[config.mk]
export PLATFORM = sky130hd
export DESIGN_NAME = regfile_mp
export DESIGN_NICKNAME = d
export VERILOG_FILES = /design/src/rtl/regfile_pkg.sv /design/src/rtl/regfile_scoreboard.sv /design/src/rtl/regfile_mp.sv
export SDC_FILE = /design/constraint.sdc
export NUM_CORES = 2
export LEC_CHECK = 0
export ABC_CLOCK_PERIOD_IN_PS = 113300
export BUFFER_PORTS_ARGS = -buffer_cell sky130_fd_sc_hd__buf_2
export CORE_AREA = 4 4 371 373
export CTS_BUF_LIST = sky130_fd_sc_hd__clkbuf_8
export CTS_CLUSTER_SIZE = 28
export DETAILED_ROUTE_END_ITERATION = 16
export DIE_AREA = 0 0 375 377
export GPL_ROUTABILITY_DRIVEN = 0
export PLACE_DENSITY = 0.72
export SLEW_MARGIN = 20
export SYNTH_ARGS = -nofsm -noshare
export SYNTH_HDL_FRONTEND = slang
export SYNTH_SLANG_ARGS = --single-unit
[constraint.sdc]
create_clock -name clk -period 113.3 [get_ports clk]
set_input_delay 22.66 -clock clk [delete_from_list [all_inputs] [get_ports clk]]
set_output_delay 22.66 -clock clk [all_outputs]
set_load 0.03 [all_outputs]
[src/rtl/regfile_pkg.sv]
// Shared constants and types for the multi-port register file and its scoreboard.
package regfile_pkg;

    localparam int XLEN_DEF  = 32;
    localparam int NREGS_DEF = 32;
    localparam int AW_DEF    = $clog2(NREGS_DEF);

    typedef logic [AW_DEF-1:0]   reg_idx_t;
    typedef logic [XLEN_DEF-1:0] xword_t;

endpackage

[src/rtl/regfile_scoreboard.sv]
// Per-register busy (pending writeback) bits.
// Priority per index: flush > alloc > write clear > hold.
module regfile_scoreboard
    import regfile_pkg::*;
#(
    parameter int NREGS    = NREGS_DEF,
    parameter int NWR      = 2,
    parameter int ZERO_REG = 1,
    localparam int AW      = $clog2(NREGS)
) (
    input  logic              clk,
    input  logic              rst,
    input  logic [NWR-1:0]    wr_en,
    input  logic [NWR*AW-1:0] wr_idx,
    input  logic              alloc_en,
    input  logic [AW-1:0]     alloc_idx,
    input  logic              flush,
    output logic [NREGS-1:0]  busy_vec
);

    logic [NREGS-1:0] busy_q;
    logic [NREGS-1:0] busy_d;

    // NOTE: start from the held value so every bit is assigned on every path; no latches.
    always_comb begin
        busy_d = busy_q;
        for (int w = 0; w < NWR; w++) begin
            if (wr_en[w]) begin
                busy_d[wr_idx[w*AW +: AW]] = 1'b0;
            end
        end
        // Alloc is applied after the clears: the new producer is still outstanding.
        if (alloc_en) begin
            busy_d[alloc_idx] = 1'b1;
        end
        if (flush) begin
            busy_d = '0;
        end
        if (ZERO_REG != 0) begin
            busy_d[0] = 1'b0;
        end
    end

    // NOTE: sequential state uses non-blocking assignments so all flops update together.
    always_ff @(posedge clk or posedge rst) begin
        if (rst) begin
            busy_q <= '0;
        end else begin
            busy_q <= busy_d;
        end
    end

    assign busy_vec = busy_q;

endmodule

[src/rtl/regfile_mp.sv]
// Parametrised NRD-read / NWR-write register file with optional write-to-read
// bypass, register 0 hardwiring and integrated busy scoreboard.
module regfile_mp
    import regfile_pkg::*;
#(
    parameter int XLEN     = XLEN_DEF,
    parameter int NREGS    = NREGS_DEF,
    parameter int NRD      = 2,
    parameter int NWR      = 2,
    parameter int ZERO_REG = 1,
    parameter int BYPASS   = 1,
    localparam int AW      = $clog2(NREGS)
) (
    input  logic                clk,
    input  logic                rst,
    input  logic [NRD*AW-1:0]   rd_idx,
    output logic [NRD*XLEN-1:0] rd_data,
    output logic [NRD-1:0]      rd_busy,
    input  logic [NWR-1:0]      wr_en,
    input  logic [NWR*AW-1:0]   wr_idx,
    input  logic [NWR*XLEN-1:0] wr_data,
    input  logic                alloc_en,
    input  logic [AW-1:0]       alloc_idx,
    input  logic                flush,
    output logic [NREGS-1:0]    busy_vec
);

    logic [XLEN-1:0] regs_q [NREGS];
    logic [XLEN-1:0] regs_d [NREGS];

    logic [AW-1:0]   rd_sel  [NRD];
    logic [AW-1:0]   wr_sel  [NWR];
    logic [XLEN-1:0] wr_word [NWR];
    logic [NWR-1:0]  wr_ok;

    for (genvar p = 0; p < NRD; p++) begin : g_rd_unpack
        assign rd_sel[p] = rd_idx[p*AW +: AW];
    end

    // Writes to register 0 are discarded when it is hardwired.
    for (genvar w = 0; w < NWR; w++) begin : g_wr_unpack
        assign wr_sel[w]  = wr_idx[w*AW +: AW];
        assign wr_word[w] = wr_data[w*XLEN +: XLEN];
        assign wr_ok[w]   = wr_en[w] && !((ZERO_REG != 0) && (wr_sel[w] == '0));
    end

    // Higher-numbered ports are applied last, so they win on a shared index.
    always_comb begin
        for (int i = 0; i < NREGS; i++) begin
            regs_d[i] = regs_q[i];
        end
        for (int w = 0; w < NWR; w++) begin
            if (wr_ok[w]) begin
                regs_d[wr_sel[w]] = wr_word[w];
            end
        end
    end

    // NOTE: the array is reset because every register must read zero after reset;
    // this deliberately builds it from flops rather than a RAM macro.
    always_ff @(posedge clk or posedge rst) begin
        if (rst) begin
            for (int i = 0; i < NREGS; i++) begin
                regs_q[i] <= '0;
            end
        end else begin
            for (int i = 0; i < NREGS; i++) begin
                regs_q[i] <= regs_d[i];
            end
        end
    end

    always_comb begin
        rd_data = '0;
        rd_busy = '0;
        for (int p = 0; p < NRD; p++) begin
            rd_data[p*XLEN +: XLEN] = regs_q[rd_sel[p]];
            rd_busy[p]              = busy_vec[rd_sel[p]];
            if (BYPASS != 0) begin
                for (int w = 0; w < NWR; w++) begin
                    if (wr_ok[w] && (wr_sel[w] == rd_sel[p])) begin
                        rd_data[p*XLEN +: XLEN] = wr_word[w];
                        rd_busy[p]              = 1'b0;
                    end
                end
            end
            if ((ZERO_REG != 0) && (rd_sel[p] == '0)) begin
                rd_data[p*XLEN +: XLEN] = '0;
                rd_busy[p]              = 1'b0;
            end
        end
    end

    regfile_scoreboard #(
        .NREGS    (NREGS),
        .NWR      (NWR),
        .ZERO_REG (ZERO_REG)
    ) u_scoreboard (
        .clk       (clk),
        .rst       (rst),
        .wr_en     (wr_en),
        .wr_idx    (wr_idx),
        .alloc_en  (alloc_en),
        .alloc_idx (alloc_idx),
        .flush     (flush),
        .busy_vec  (busy_vec)
    );

endmodule

==> Word level (Yosys, flattened, before mapping) <==
Cells that the tools add are included.
{ "totals": {"register_bits": 1055} }
{ "classes": {"magnitude_cmp": 14, "n_eq_ne": 4, "n_mux": 40, "n_bitwise": 9, "reduce_logical": 17} }
{ "ops": {"columns": ["operator", "n"], "rows": [
  ["$bwmux W1024", 2],
  ["$mux W1024", 2],
  ["$mux W32", 16],
  ["$bmux W32 S5", 2],
  ["$demux W32 S5", 2],
  ["$and A32 B32 Y32", 2],
  ["$not A32 Y32", 2],
  ["$or A32 B32 Y32", 1],
  ["$lt A5 B6 Y1 const B", 5],
  ["$ge A6 B6 Y1 const B", 4],
  ["$not A5 Y6", 4],
  ["$eq A5 B5 Y1", 4],
  ["$logic_not A5 Y1", 4],
  ["$demux W1 S5", 3],
  ["$ge A5 B1 Y1 const B", 3],
  ["$lt A6 B1 Y1 const B", 2],
  ["$logic_and A1 B1 Y1", 11],
  ["$mux W1", 11],
  ["$bmux W1 S5", 2],
  ["$logic_not A1 Y1", 2]
]} }

==> Longest topological paths before layout <==
{ "depth": {"ltp_word": 12, "mapped_depth": 10, "mapped_depth_nobuf": 6} }

==> Cells and area by module <==
A second synthesis with hierarchy kept.
{ "unflattened": {"hier_cells": 6458, "hier_area_um2": 66826.6} }
{ "by_module_without_submodules": {"columns": ["mod", "n_inst", "cells_each", "area_each_um2", "seq_area_each_um2"], "rows": [
  ["regfile_mp", 1, 6278, 65117.5, 25624.6],
  ["regfile_scoreboard", 1, 180, 1709.1, 775.7]
]} }

==> Worst setup path before layout <==
No wires, ideal clock.
{ "synth_path": {"kind": "in2out", "from": "input port rd_idx[6]", "to": "output port rd_data[62]", "arrival_ns": 24.594, "path_slack_ns": 66.046, "cell_stages": 9, "path_cell_list": "buf_4 buf_4 buf_4 buf_2 nand3b_1 o2111ai_1 nor3_1 nor4_1 a221oi_1"} }
{ "synth_via": {"elab_chain_len": 7, "elab_cells_between_ends": 12} }
{ "synth_rtl": {"columns": ["element", "line", "text"], "rows": [
  ["from (decl)", "regfile_mp.sv:16", "input logic [NRD*AW-1:0] rd_idx,"],
  ["$not A5 Y6 (implied by the code)", "regfile_mp.sv:77", "rd_data[p*XLEN +: XLEN] = regs_q[rd_sel[p]];"],
  ["$bmux W32 S5", "regfile_mp.sv:77", null],
  ["$mux W32 (implied by the code) (2 in series)", "regfile_mp.sv:77", null],
  ["$mux W32 (2 in series)", "regfile_mp.sv:81", "if (wr_ok[w] && (wr_sel[w] == rd_sel[p])) begin"],
  ["$mux W32 *", "regfile_mp.sv:87", "if ((ZERO_REG != 0) && (rd_sel[p] == '0)) begin"],
  ["to (decl)", "regfile_mp.sv:17", "output logic [NRD*XLEN-1:0] rd_data,"]
]} }
Every way passes the cells marked *; elsewhere a longest branch is shown, timed or not. The select of a mux whose other input is x is not followed.

==> Worst setup path after layout <==
{ "layout_path": {"from": "input port rd_idx[5]", "to": "output port rd_data[49]"} }
The elaborated chain is that of the path after synthesis.

==> impl_metrics.csv <==
group,metric,value,unit
place,detailedPlace.worstSlack,63.74,ns
timing,timing.final.setup_violations,0,
synthesis,synth_seq_area_share,39.5,%
timing,period_share,43.8,%
layout,utilization,52.8,%
route,drc_violation_total_after_the_first_tritonroute_iteration,9645,
synthesis,ys_dominant_reg_cell,"sky130_fd_sc_hd__dfrtp_1",
layout,final_layout_size_suffix_gt1_share,16.5,%
worst_setup_path,reg2reg_start,"u_scoreboard.busy_vec[22]$_DFF_PP0_",
power,ir_drop,0.0110,mV
timing,timing.final.ws_setup,63.62,ns
route,wl_met2,108000,um
synthesis,synth-edff-count,0,
worst_setup_path,crit_required,90.64,ns
layout,stdcell_area,71100,um^2
power,power_density,16.9,nW/um^2
worst_setup_path,crit_path_end_kind,"output pin",
synthesis,syn_area,66900,um^2
hold_path,timing.hold.worst.start,"regs_q[997]$_DFF_PP0_",
synthesis,post_synth.cell_area_avg,10.3,um^2
route,routed_wl,262000,um
route,drt-met1-wl,91900,um
timing,tightest_slew,1.28,ns
floorplan,start_util,49.7,%
floorplan,die-area,141000,um^2
grt,via_count_of_the_first_global_routing_pass,55100,
hold_path,hold_crit_depth,0,
route,antenna_violating_nets_post_route,0,
clocking,tritoncts_num_sinks,1055,
layout,areaGrowthSynthToFinish,6.35,%
grt,grt_first_pass_wirelength,376000,um
route,drtPass1Iterations,13,
clocking,cts_resized,0,
clocking,cts.htree.levels,4,
clocking,cts.path.max_buffers,3,
job,maxCapViolCount,0,
clocking,clock_tree_from_tritoncts,"done",
worst_setup_path,r2r_slack,112.40,ns
floorplan,std_cell_rows,135,
power,leakagePower,31.4,nW
floorplan,chipHeight,377,um
timing,hold_violations,0,
route,detailroute.via_count,56800,
clocking,postCtsSetupRepairBufs,0,
worst_setup_path,worstPathMaxFanout,95,
timing,grt_setup_unrepaired,"false",
synthesis,ys_seq_elements,1055,
synthesis,syn_nets,6610,
worst_setup_path,timing.critical_path.from_type,"input pin",
route,met3_layer_wire_length_in_the_routed_design,42400,um
route,viasPerCell,7.05,
layout,most_common_cell_after_layout_fill_and_taps_aside,"sky130_fd_sc_hd__mux2i_1",
synthesis,synth_warnings,0,
power,fin_total_pwr,1.21,mW
synthesis,share_of_synthesized_flip_flops_with_an_asynchronous_set_or_reset,100,%
timing,total_neg_setup_slack,0,ns
worst_setup_path,crit_arrival,27.02,ns
layout,final_cell_mix,"1,301 x sky130_fd_sc_hd__mux2i_1, 1,055 x sky130_fd_sc_hd__dfrtp_1, 790 x sky130_fd_sc_hd__a21oi_1",
hold_path,whs_endpoint,"regs_q[997]$_DFF_PP0_",
synthesis,synth_cells,6515,
grt,grt_start_max_net_pins,164,
place,numPortBuffers,191,
grt,gr-total-overflow,0,
grt,gr-usage-all-layers,36.1,%
clocking,postCtsHoldBufs,0,
timing,slew_viol_final,0,
worst_setup_path,worstReg2RegEnd,"u_scoreboard.busy_vec[22]$_DFF_PP0_",
place,post_detailed_placement_cell_area,67600,um^2
route,drc,0,
clocking,cts_inserted_buffers,175,
timing,timing.final.crit_period,49.68,ns
worst_setup_path,setup.worst_path.class,"input pin to output pin",
grt,number_of_antenna_violations_at_the_first_check_in_global_routing,17,
timing,slew_headroom,14.4,%
worst_setup_path,critical_path_origin,"rd_idx[5]",
layout,layout.nets,6243,
floorplan,pin_count,193,
floorplan,core,135000,um^2
hold_path,min-delay-path-class,"register to register",
status,status,"complete, no violations",
clocking,clock_tree.root_cell,"sky130_fd_sc_hd__clkbuf_8",
worst_setup_path,ff2ff_path_depth,4,
clocking,path_clk_slew,0.06,ns
route,top_layer_used,"met5",
timing,fmax,20.1,MHz
clocking,clock_insertion_delay_worst_skew,0.92,ns
timing,fin_worst_skew,0,ns
place,post-dp-hpwl,137000,um
route,avgRoutedWirePerCell,32.4,um
floorplan,die_width,375,um
synthesis,netlist-cell-type-count,58,
==> registers in the layout, indices dropped and copies added (netlist names) <==
| register | count |
|---|---|
| regs_q | 1024 |
| u_scoreboard.busy_vec | 31 |
==> worst max-delay path: stages <==
cell and delay (ns):
sky130_fd_sc_hd__buf_8 0.57, sky130_fd_sc_hd__buf_12 0.68, sky130_fd_sc_hd__buf_4 0.82, sky130_fd_sc_hd__mux4_2 0.61
sky130_fd_sc_hd__a22o_1 0.25, sky130_fd_sc_hd__a211oi_1 0.28, sky130_fd_sc_hd__a21oi_1 0.08, sky130_fd_sc_hd__mux2i_1 0.49
sky130_fd_sc_hd__o21ai_1 0.12, sky130_fd_sc_hd__buf_2 0.20
==> layout make-up <==
cell class                 instances  area (um^2)
antenna                            9         22.5
clock buffer                     223         3070
clock inverter                    83          404
fill                           11700        63500
inverter                           4         22.5
multi-input combinational       4609        37000
sequential                      1055        26400
tap                             1781         2230
timing repair buffer             303         1920
==> per-layer routing <==
metal  up-vias  GRT usage, %
met4        16          22.1
met5         -         0.240
met3      1328          15.8
li1      23000             -
met2      4990          50.7
met1     27500          45.6
==> synthesized netlist by cell type, drive strengths merged (3+ instances only) <==
| master | count | area (um^2) |
|---|---|---|
| a211oi | 93 | 703 |
| a21oi | 790 | 3950 |
| a22o | 30 | 263 |
| a22oi | 95 | 713 |
| a32oi | 4 | 35.0 |
| and2 | 4 | 25.0 |
| and3 | 5 | 31.3 |
| and3b | 5 | 43.8 |
| buf | 324 | 1950 |
| clkbuf | 523 | 1960 |
| dfrtp | 1055 | 26400 |
| inv | 4 | 15.0 |
| mux2i | 1301 | 13000 |
| mux4 | 404 | 9160 |
| nand2 | 562 | 2110 |
| nand3 | 42 | 210 |
| nand3b | 29 | 218 |
| nor2 | 601 | 2280 |
| nor2b | 6 | 37.5 |
| nor3 | 9 | 66.3 |
| nor3b | 8 | 70.1 |
| o211ai | 3 | 22.5 |
| o21ai | 451 | 2260 |
| o221ai | 61 | 534 |
| o22ai | 61 | 382 |
| or2 | 4 | 25.0 |
| or3b | 3 | 26.3 |
| xnor2 | 6 | 52.6 |
| xor2 | 14 | 123 |
==> worst max path at each step <==
| stage | to | cells after the start |
|---|---|---|
| 4_1_cts | rd_data[49] | 10 |
| 3_5_place_dp | rd_data[49] | 10 |
| 3_3_place_gp | rd_data[49] | 10 |
| 2_1_floorplan | regs_q[0]$_DFF_PP0_ | 1 |
| 5_1_grt | rd_data[51] | 10 |
| 6_report | rd_data[49] | 10 |
==> metrics by stage <==
stage / hold slack (ns) / std cells
5_1_grt: 0.409 / 8062
6_report: 0.394 / 8067
3_5_place_dp: 0.383 / 7751
2_1_floorplan: 0.441 / 6515
4_1_cts: 0.395 / 8057
3_3_place_gp: 0.377 / 7751
==> kinds of logic (layout without fill, tap and decap cells) <==
family	after synthesis	in the layout	share of synthesized area, %
multiplexers	1707	1707	33.2
XOR/XNOR	20	20	0.262
other	1	10	0.00561
buffers and inverters	851	613	5.87
AO/OA/AOI/OAI	1592	1592	13.3
flip-flops	1055	1055	39.5
AND/OR/NAND/NOR	1289	1289	7.87
==> power breakdown <==
part / internal (mW) / switching, mW
Sequential: 0.473 / 0.0773
Combinational: 0.154 / 0.156
Clock: 0.176 / 0.169
Total: 0.803 / 0.402
(Power assumes the default switching activity.)
